<file path="src/rtl/cdrom_pkg.sv">
// Shared types and entry-layout helpers for the CD-ROM command player.
package cdrom_pkg;

    localparam int unsigned OP_W = 2;

    // Script opcodes; reg/data fields are ignored for OpWaitIrq and OpEnd.
    typedef enum logic [1:0] {
        OpWrite   = 2'd0,
        OpRead    = 2'd1,
        OpWaitIrq = 2'd2,
        OpEnd     = 2'd3
    } op_e;

    typedef enum logic [1:0] {
        StIdle = 2'd0,
        StRun  = 2'd1,
        StWait = 2'd2,
        StFin  = 2'd3
    } player_state_e;

    // Width of the register-select field of a script entry.
    function automatic int unsigned reg_w(input int unsigned num_regs);
        return $clog2(num_regs);
    endfunction

    // Total script entry width: {op, reg, data}.
    function automatic int unsigned entry_w(input int unsigned num_regs,
                                            input int unsigned data_w);
        return OP_W + reg_w(num_regs) + data_w;
    endfunction

endpackage

</file>
<file path="src/rtl/cdrom_cmd_player_if.sv">
// Host-control, script-load and CD-ROM register-port signals of the command player.
interface cdrom_cmd_player_if #(
    parameter int unsigned DATA_W   = 8,
    parameter int unsigned NUM_REGS = 4,
    parameter int unsigned DEPTH    = 16
);
    import cdrom_pkg::*;

    localparam int unsigned PC_W    = $clog2(DEPTH);
    localparam int unsigned ENTRY_W = entry_w(NUM_REGS, DATA_W);

    // Host control and script load
    logic                         start;
    logic                         abort;
    logic                         loop;
    logic                         load_we;
    logic [PC_W-1:0]              load_addr;
    logic [ENTRY_W-1:0]           load_data;

    // CD-ROM register ports
    logic [NUM_REGS-1:0]          cd_we;
    logic [NUM_REGS-1:0]          cd_re;
    logic [DATA_W-1:0]            cd_wdata;
    logic [NUM_REGS*DATA_W-1:0]   cd_rdata;
    logic                         cd_irq;

    // Status
    logic [DATA_W-1:0]            rd_data;
    logic                         rd_valid;
    logic                         busy;
    logic                         done;
    logic                         err;
    logic [PC_W-1:0]              pc;

    // The player drives the register bus and reports status.
    modport master (
        input  start, abort, loop, load_we, load_addr, load_data, cd_rdata, cd_irq,
        output cd_we, cd_re, cd_wdata, rd_data, rd_valid, busy, done, err, pc
    );

    // Host / controller side.
    modport slave (
        output start, abort, loop, load_we, load_addr, load_data, cd_rdata, cd_irq,
        input  cd_we, cd_re, cd_wdata, rd_data, rd_valid, busy, done, err, pc
    );

endinterface

</file>
<file path="src/rtl/cdrom_script_ram.sv">
// Script storage: synchronous write, asynchronous read. Contents are not reset.
module cdrom_script_ram #(
    parameter int unsigned DEPTH   = 16,
    parameter int unsigned ENTRY_W = 12
) (
    input  logic                     clk,
    input  logic                     we,
    input  logic [$clog2(DEPTH)-1:0] waddr,
    input  logic [ENTRY_W-1:0]       wdata,
    input  logic [$clog2(DEPTH)-1:0] raddr,
    output logic [ENTRY_W-1:0]       rdata
);

    logic [ENTRY_W-1:0] mem_q [DEPTH];

    // Write port
    always_ff @(posedge clk) begin
        if (we) begin
            mem_q[waddr] <= wdata;
        end
    end

    assign rdata = mem_q[raddr];

endmodule

</file>
<file path="src/rtl/cdrom_cmd_player.sv">
// Replays a loaded script of register writes, reads and IRQ waits against the CD-ROM
// controller register ports. All bus and status outputs come straight from flops.
module cdrom_cmd_player
    import cdrom_pkg::*;
#(
    parameter int unsigned DATA_W   = 8,
    parameter int unsigned NUM_REGS = 4,
    parameter int unsigned DEPTH    = 16,
    parameter int unsigned TIMEOUT  = 1024
) (
    input  logic                 clk,
    input  logic                 rst,
    cdrom_cmd_player_if.master   bus
);

    localparam int unsigned PC_W    = $clog2(DEPTH);
    localparam int unsigned REG_W   = reg_w(NUM_REGS);
    localparam int unsigned ENTRY_W = entry_w(NUM_REGS, DATA_W);
    localparam int unsigned CNT_W   = $clog2(TIMEOUT);

    localparam logic [PC_W-1:0]  PC_LAST  = PC_W'(DEPTH - 1);
    localparam logic [CNT_W-1:0] CNT_LAST = CNT_W'(TIMEOUT - 1);

    player_state_e       state_q, state_d;
    logic [PC_W-1:0]     pc_q, pc_d;
    logic [CNT_W-1:0]    cnt_q, cnt_d;
    logic                err_q, err_d;
    logic                done_q, done_d;
    logic [NUM_REGS-1:0] cd_we_q, cd_we_d;
    logic [NUM_REGS-1:0] cd_re_q, cd_re_d;
    logic [DATA_W-1:0]   cd_wdata_q, cd_wdata_d;
    logic                rd_pend_q, rd_pend_d;
    logic [REG_W-1:0]    rd_reg_q, rd_reg_d;
    logic [DATA_W-1:0]   rd_data_q, rd_data_d;
    logic                rd_valid_q, rd_valid_d;

    logic [ENTRY_W-1:0]  entry;
    op_e                 ent_op;
    logic [REG_W-1:0]    ent_reg;
    logic [DATA_W-1:0]   ent_data;
    logic                advance;
    logic                finish;
    logic                ram_we;

    logic [DATA_W-1:0]   rdata_arr [NUM_REGS];

    // Script may only be rewritten while the player is idle.
    assign ram_we = bus.load_we && (state_q == StIdle);

    cdrom_script_ram #(
        .DEPTH   (DEPTH),
        .ENTRY_W (ENTRY_W)
    ) u_script_ram (
        .clk   (clk),
        .we    (ram_we),
        .waddr (bus.load_addr),
        .wdata (bus.load_data),
        .raddr (pc_q),
        .rdata (entry)
    );

    for (genvar i = 0; i < NUM_REGS; i++) begin : g_rdata
        assign rdata_arr[i] = bus.cd_rdata[i*DATA_W +: DATA_W];
    end

    assign ent_op   = op_e'(entry[ENTRY_W-1 -: OP_W]);
    assign ent_reg  = entry[DATA_W +: REG_W];
    assign ent_data = entry[DATA_W-1:0];

    // Next-state decode: issue the current entry, handle waits, end-of-script and abort.
    always_comb begin
        state_d    = state_q;
        pc_d       = pc_q;
        cnt_d      = cnt_q;
        err_d      = err_q;
        done_d     = 1'b0;
        cd_we_d    = '0;
        cd_re_d    = '0;
        cd_wdata_d = cd_wdata_q;
        rd_pend_d  = 1'b0;
        rd_reg_d   = rd_reg_q;
        rd_data_d  = rd_data_q;
        rd_valid_d = 1'b0;
        advance    = 1'b0;
        finish     = 1'b0;

        // A read issued last cycle is captured regardless of state or abort.
        if (rd_pend_q) begin
            rd_data_d  = rdata_arr[rd_reg_q];
            rd_valid_d = 1'b1;
        end

        unique case (state_q)
            StIdle: begin
                if (bus.start) begin
                    state_d = StRun;
                    pc_d    = '0;
                    err_d   = 1'b0;
                end
            end
            StRun: begin
                unique case (ent_op)
                    OpWrite: begin
                        cd_we_d    = NUM_REGS'(1) << ent_reg;
                        cd_wdata_d = ent_data;
                        advance    = 1'b1;
                    end
                    OpRead: begin
                        cd_re_d   = NUM_REGS'(1) << ent_reg;
                        rd_pend_d = 1'b1;
                        rd_reg_d  = ent_reg;
                        advance   = 1'b1;
                    end
                    OpWaitIrq: begin
                        state_d = StWait;
                        cnt_d   = '0;
                    end
                    OpEnd: begin
                        finish = 1'b1;
                    end
                endcase
            end
            StWait: begin
                if (bus.cd_irq) begin
                    state_d = StRun;
                    advance = 1'b1;
                end else if (cnt_q == CNT_LAST) begin
                    state_d = StIdle;
                    err_d   = 1'b1;
                end else begin
                    cnt_d = cnt_q + CNT_W'(1);
                end
            end
            StFin: begin
                done_d  = 1'b1;
                state_d = StIdle;
            end
        endcase

        // The last slot behaves like an implicit END; pc never wraps on its own.
        if (advance) begin
            if (pc_q == PC_LAST) begin
                finish = 1'b1;
            end else begin
                pc_d = pc_q + PC_W'(1);
            end
        end

        if (finish) begin
            if (bus.loop) begin
                pc_d    = '0;
                state_d = StRun;
            end else begin
                state_d = StFin;
            end
        end

        // Abort beats everything, including a simultaneous start; err is left alone.
        if (bus.abort) begin
            state_d   = StIdle;
            cd_we_d   = '0;
            cd_re_d   = '0;
            rd_pend_d = 1'b0;
            done_d    = 1'b0;
            err_d     = err_q;
        end
    end

    // State and output registers; reset clears in-flight strobes asynchronously.
    always_ff @(posedge clk or posedge rst) begin
        if (rst) begin
            state_q    <= StIdle;
            pc_q       <= '0;
            cnt_q      <= '0;
            err_q      <= 1'b0;
            done_q     <= 1'b0;
            cd_we_q    <= '0;
            cd_re_q    <= '0;
            cd_wdata_q <= '0;
            rd_pend_q  <= 1'b0;
            rd_reg_q   <= '0;
            rd_data_q  <= '0;
            rd_valid_q <= 1'b0;
        end else begin
            state_q    <= state_d;
            pc_q       <= pc_d;
            cnt_q      <= cnt_d;
            err_q      <= err_d;
            done_q     <= done_d;
            cd_we_q    <= cd_we_d;
            cd_re_q    <= cd_re_d;
            cd_wdata_q <= cd_wdata_d;
            rd_pend_q  <= rd_pend_d;
            rd_reg_q   <= rd_reg_d;
            rd_data_q  <= rd_data_d;
            rd_valid_q <= rd_valid_d;
        end
    end

    assign bus.cd_we    = cd_we_q;
    assign bus.cd_re    = cd_re_q;
    assign bus.cd_wdata = cd_wdata_q;
    assign bus.rd_data  = rd_data_q;
    assign bus.rd_valid = rd_valid_q;
    assign bus.busy     = (state_q != StIdle);
    assign bus.done     = done_q;
    assign bus.err      = err_q;
    assign bus.pc       = pc_q;

endmodule

</file>
<file path="src/flat_wrapper.sv">
// flat-port wrapper written by rule: the top's interface ports become plain ports
module cdrom_cmd_player_flat import cdrom_pkg::*;
#(
    parameter int unsigned DATA_W   = 8,
    parameter int unsigned NUM_REGS = 4,
    parameter int unsigned DEPTH    = 16,
    parameter int unsigned TIMEOUT  = 1024
)
  (clk, rst, bus_start, bus_abort, bus_loop, bus_load_we, bus_load_addr, bus_load_data, bus_cd_rdata, bus_cd_irq, bus_cd_we, bus_cd_re, bus_cd_wdata, bus_rd_data, bus_rd_valid, bus_busy, bus_done, bus_err, bus_pc);
  cdrom_cmd_player_if #(.DATA_W(DATA_W), .NUM_REGS(NUM_REGS), .DEPTH(DEPTH)) bus_i ();
  input  logic clk;
  input  logic rst;
  input wire logic [$bits(bus_i.start)-1:0] bus_start;
  input wire logic [$bits(bus_i.abort)-1:0] bus_abort;
  input wire logic [$bits(bus_i.loop)-1:0] bus_loop;
  input wire logic [$bits(bus_i.load_we)-1:0] bus_load_we;
  input wire logic [$bits(bus_i.load_addr)-1:0] bus_load_addr;
  input wire logic [$bits(bus_i.load_data)-1:0] bus_load_data;
  input wire logic [$bits(bus_i.cd_rdata)-1:0] bus_cd_rdata;
  input wire logic [$bits(bus_i.cd_irq)-1:0] bus_cd_irq;
  output wire logic [$bits(bus_i.cd_we)-1:0] bus_cd_we;
  output wire logic [$bits(bus_i.cd_re)-1:0] bus_cd_re;
  output wire logic [$bits(bus_i.cd_wdata)-1:0] bus_cd_wdata;
  output wire logic [$bits(bus_i.rd_data)-1:0] bus_rd_data;
  output wire logic [$bits(bus_i.rd_valid)-1:0] bus_rd_valid;
  output wire logic [$bits(bus_i.busy)-1:0] bus_busy;
  output wire logic [$bits(bus_i.done)-1:0] bus_done;
  output wire logic [$bits(bus_i.err)-1:0] bus_err;
  output wire logic [$bits(bus_i.pc)-1:0] bus_pc;
  assign bus_i.start = bus_start;
  assign bus_i.abort = bus_abort;
  assign bus_i.loop = bus_loop;
  assign bus_i.load_we = bus_load_we;
  assign bus_i.load_addr = bus_load_addr;
  assign bus_i.load_data = bus_load_data;
  assign bus_i.cd_rdata = bus_cd_rdata;
  assign bus_i.cd_irq = bus_cd_irq;
  assign bus_cd_we = bus_i.cd_we;
  assign bus_cd_re = bus_i.cd_re;
  assign bus_cd_wdata = bus_i.cd_wdata;
  assign bus_rd_data = bus_i.rd_data;
  assign bus_rd_valid = bus_i.rd_valid;
  assign bus_busy = bus_i.busy;
  assign bus_done = bus_i.done;
  assign bus_err = bus_i.err;
  assign bus_pc = bus_i.pc;
  cdrom_cmd_player #(.DATA_W(DATA_W), .NUM_REGS(NUM_REGS), .DEPTH(DEPTH), .TIMEOUT(TIMEOUT)) u_core (.clk(clk), .rst(rst), .bus(bus_i));
endmodule
</file>
<file path="config.mk">
export PLATFORM = sky130hd
export DESIGN_NAME = cdrom_cmd_player_flat
export DESIGN_NICKNAME = d
export VERILOG_FILES = /design/src/rtl/cdrom_pkg.sv /design/src/rtl/cdrom_cmd_player_if.sv /design/src/rtl/cdrom_script_ram.sv /design/src/rtl/cdrom_cmd_player.sv /design/src/flat_wrapper.sv
export SDC_FILE = /design/constraint.sdc
export NUM_CORES = 1
export LEC_CHECK = 0
export BUFFER_PORTS_ARGS = -buffer_cell sky130_fd_sc_hd__clkbuf_2
export CAP_MARGIN = 25
export CORE_ASPECT_RATIO = 1.4
export CORE_UTILIZATION = 64
export DETAILED_ROUTE_END_ITERATION = 6
export GPL_ROUTABILITY_DRIVEN = 0
export PLACE_DENSITY = 0.87
export SYNTH_ARGS = -nofsm -noshare
export SYNTH_HDL_FRONTEND = slang
export SYNTH_HIERARCHICAL = 1
export SYNTH_SLANG_ARGS = --single-unit
</file>
<file path="constraint.sdc">
create_clock -name clk -period 8.6 [get_ports clk]
set_input_delay 0.86 -clock clk [delete_from_list [all_inputs] [get_ports clk]]
set_output_delay 0.86 -clock clk [all_outputs]
set_load 0.01 [all_outputs]
</file>
==> out/results.md <==
| Quantity | This run |
| --- | --- |
| Post-DRT Antenna Nets | 0 |
| Category of the worst setup path launch point | register |
| Post-synthesis async set-or-reset flop share | 0.193 |
| Total global-route track usage | 0.281 |
| Max-cap violation count | 0 |
| Pin slew with the least headroom to its limit | 0.947 ns |
| Clock tree from TritonCTS | yes |
| Flip-flop and latch count after synthesis | 238 |
| Most common cell in the netlist | sky130_fd_sc_hd__edfxtp_1 |
| Standard cell area after detailed placement | 10500 um^2 |
| Number of hold violations in the final report | 0 |
| Number of enable-type register cells in the synthesized netlist | 192 |
| Number of buffers added to fix hold violations after cts | 0 |
| Sum of overflow across all layers after global routing | 0 |
| Chip height | 149 um |
| Max Slew Vio Count | 0 |
| Dominant cell type by count on the critical path | sky130_fd_sc_hd__a22oi_1 |
| Number of top-level pins | 87 |
| Number of gates resized after CTS | 0 |
| Number of distinct library cells after synthesis | 53 |
| Violation count after the first detailed-routing iteration | 472 |
| CP required | 9.01 ns |
| Highest attainable clock frequency | 281 MHz |
| Wirelength per Cell | 25.0 um |
| List of most frequent post-synthesis cells | 192 x sky130_fd_sc_hd__edfxtp_1, 51 x sky130_fd_sc_hd__nand2_1, 46 x sky130_fd_sc_hd__dfrtp_1 |
| Total power divided by cell area | 255 nW/um^2 |
| Net count after synthesis | 611 |
| Number of instances in the synthesized netlist | 549 |
| Vias post-DR | 5676 |
| Share of cells above drive strength 1 | 0.300 |
| DR pass1 iterations | 5 |
| Placeable Area | 15000 um^2 |
| Initial core utilization | 0.655 |
| Clock latency on the worst-skew pair | 0.51 ns |
| Vias in the first global route | 5849 |
| Clock tree root driver cell | sky130_fd_sc_hd__clkbuf_16 |
| Met2 demand-to-capacity share in global routing | 0.488 |
| Outcome | finished clean |
| Total DRC errors in the routed layout | 0 |
| Final routed wirelength across all metal layers | 21600 um |
| Setup TNS | 0 ns |
| Nets | 717 |
| Width of the die | 107 um |
| Post-synthesis average cell area | 17.9 um^2 |
| Full die area | 15800 um^2 |
| Peak fanout along the critical path | 54 |
| Share of the clock period used by the worst path | 0.414 |
| Met1 usage | 0.357 |
| Ordered list of cells on the worst path | buf_4, mux4_2, a22oi_1, nand2_1, nand2b_1, a211o_1, or4_1, a22oi_1 |
| Final setup violation count | 0 |
| Cell types occupying the most area after synthesis | sky130_fd_sc_hd__edfxtp_1 59%, sky130_fd_sc_hd__dfrtp_1 12%, sky130_fd_sc_hd__mux4_2 9.4% |
| Clock-pin slew on the worst setup and hold paths | 0.06 ns |
| Post-detail-place hpwl | 13300 um |
| Wire length of the first global-routing pass | 32500 um |
| Headroom to the max-slew limit | 0.368 |
| Post-DR vias/cell | 6.58 |
| Worst Setup Path Type | reg -> reg |
| Max VDD drop | 0.225 mV |
| CTS H-tree depth | 1 |
| Antenna diodes | 0 |
| Critical Path Slowest Stage Cell | sky130_fd_sc_hd__buf_4 |
| Critical path data arrival time | 3.97 ns |
| Max incr delay on CP | 0.73 ns |
| Floorplan row count | 53 |
| Syn-to-layout area delta | 14.3% |
| CP bufs+invs | 1 |
| Warning count from the yosys run | 6 |
| Max clock buf depth | 3 |
| Final worst clock skew | 0.0260 ns |
| Post-CTS Setup Inserts | 0 |
| Maximum number of pins on one net before global-route repair | 55 |
| Crit end category | register |
| Sinks on Clock Net | 238 |
| Cell type contributing the most total cell area after synthesis | sky130_fd_sc_hd__edfxtp_1 |
| Leakage | 4.06 nW |
| Post-Syn Area | 9820 um^2 |
| Final design area excluding fillers | 11200 um^2 |
| Top_reg_cell synth | sky130_fd_sc_hd__edfxtp_1 |
| Met3 track demand over resource | 0.0386 |
| Layer carrying the most global-route usage | met2 |
| Number of port buffers | 86 |
| Min cycle time layout | 3.56 ns |
| Unrepaired setup endpoints after global routing | false |
| Sequential element share of the synthesized area | 0.705 |
| Number of antenna violations at the first check in global routing | 0 |
| Share of the synthesized area in the top cell type | 0.587 |
| Largest delay share family, worst path | simple AND/OR/NAND/NOR gates |
| Fillers | 818 |
| Number of buffers inserted during clock tree synthesis | 22 |
| Class of the tightest hold or removal check | reg -> reg |
-- cell families (layout without fill, tap and decap cells) --
family	count (synthesis)	after routing	synth area share
multiplexers	71	71	0.151
flip-flops	238	238	0.705
buffers and inverters	33	155	0.0207
XOR/XNOR	1	1	0.000892
AND/OR/NAND/NOR	130	130	0.0632
adder cells (fa/ha/maj)	7	7	0.00892
AO/OA/AOI/OAI	69	69	0.0507
-- state kept, by name, summed over array words and instances (netlist names), 2 cells and up --
register / flops
u_core/cnt_q: 10
u_core/bus.cd_we: 4
u_core/bus.cd_wdata: 8
u_core/rd_reg_q: 2
u_core/u_script_ram/mem_q: 192
u_core/bus.cd_re: 4
u_core/bus.rd_data: 8
u_core/bus.pc: 4
u_core/state_q: 2
-- path summary, 6_finish.rpt --
path / startpoint / cells past startpoint / to / slack, ns
worst max-delay path: u_core/bus.pc[0] / 8 / u_core/cnt_q[3] / 5.04
worst min-delay path: u_core/bus.cd_wdata[5] / 2 / u_core/bus.cd_wdata[5] / 0.50
worst max register to register: u_core/bus.pc[0] / 8 / u_core/cnt_q[3] / 5.04
worst min register to register: u_core/bus.cd_wdata[5] / 2 / u_core/bus.cd_wdata[5] / 0.50
max in group asynchronous: rst / 2 / u_core/bus.pc[1] / 7.40
min in group asynchronous: rst / 2 / u_core/bus.cd_we[3] / 0.54
-- final cells by class --
class / instances / area (um^2) / area share
Clock buffer: 31 / 594 / 0.0530
Clock inverter: 9 / 128 / 0.0114
Inverter: 8 / 30.0 / 0.00268
Multi-Input combinational cell: 278 / 2720 / 0.242
Sequential cell: 238 / 6920 / 0.617
Tap cell: 192 / 240 / 0.0214
Timing Repair Buffer: 107 / 588 / 0.0524
-- where the power goes --
part | leakage (nW) | switching [mW] | internal (mW) | total (mW)
logic | 1.38 | 0.277 | 0.236 | 0.513
clock network | 0.350 | 0.399 | 0.574 | 0.972
registers | 2.34 | 0.0551 | 1.32 | 1.37
-- stage by stage --
stage	utilization	setup WS, ns	hold WS [ns]	power [mW]	cells
after floorplan	-	5.68	0.352	1.76	549
after global placement	0.700	5.14	0.468	1.86	823
after detailed placement	0.700	5.02	0.486	1.90	823
after CTS	0.748	5.01	0.501	2.87	863
after global routing	0.748	4.68	0.525	2.96	863
final	0.748	5.04	0.502	2.86	863
-- metal layers --
layer,wire [um],vias to the layer above
li1,-,2433
met1,7960,2862
met2,11200,315
met3,1610,66
met4,803,0
met5,0,-
-- tightest hold or removal path: cells and delay by family (launching register included) --
| family | cells | cell delay, ns |
|---|---|---|
| flip-flops | 1 | 0.35 |
| AND/OR/NAND/NOR | 2 | 0.12 |
-- placed cells by master, fill, tap and decap left out, types with 4 or more instances in the layout --
cell type	count
sky130_fd_sc_hd__dfrtp_1	44
sky130_fd_sc_hd__a21oi_1	9
sky130_fd_sc_hd__o211ai_1	6
sky130_fd_sc_hd__mux4_1	15
sky130_fd_sc_hd__a21o_1	5
sky130_fd_sc_hd__clkbuf_2	86
sky130_fd_sc_hd__mux2_2	11
sky130_fd_sc_hd__inv_1	7
sky130_fd_sc_hd__nand2b_1	7
sky130_fd_sc_hd__o21ai_0	6
sky130_fd_sc_hd__clkbuf_1	8
sky130_fd_sc_hd__nor2_1	21
sky130_fd_sc_hd__nand3_1	12
sky130_fd_sc_hd__mux2i_1	4
sky130_fd_sc_hd__mux4_2	41
sky130_fd_sc_hd__nand2_1	51
sky130_fd_sc_hd__ha_1	7
sky130_fd_sc_hd__nor3_1	5
sky130_fd_sc_hd__buf_4	21
sky130_fd_sc_hd__edfxtp_1	192
sky130_fd_sc_hd__nor4_1	6
sky130_fd_sc_hd__nor2b_1	6
sky130_fd_sc_hd__a22oi_1	25
sky130_fd_sc_hd__clkbuf_16	22
sky130_fd_sc_hd__nor3_2	4
Power figures use the tool's default switching activity.
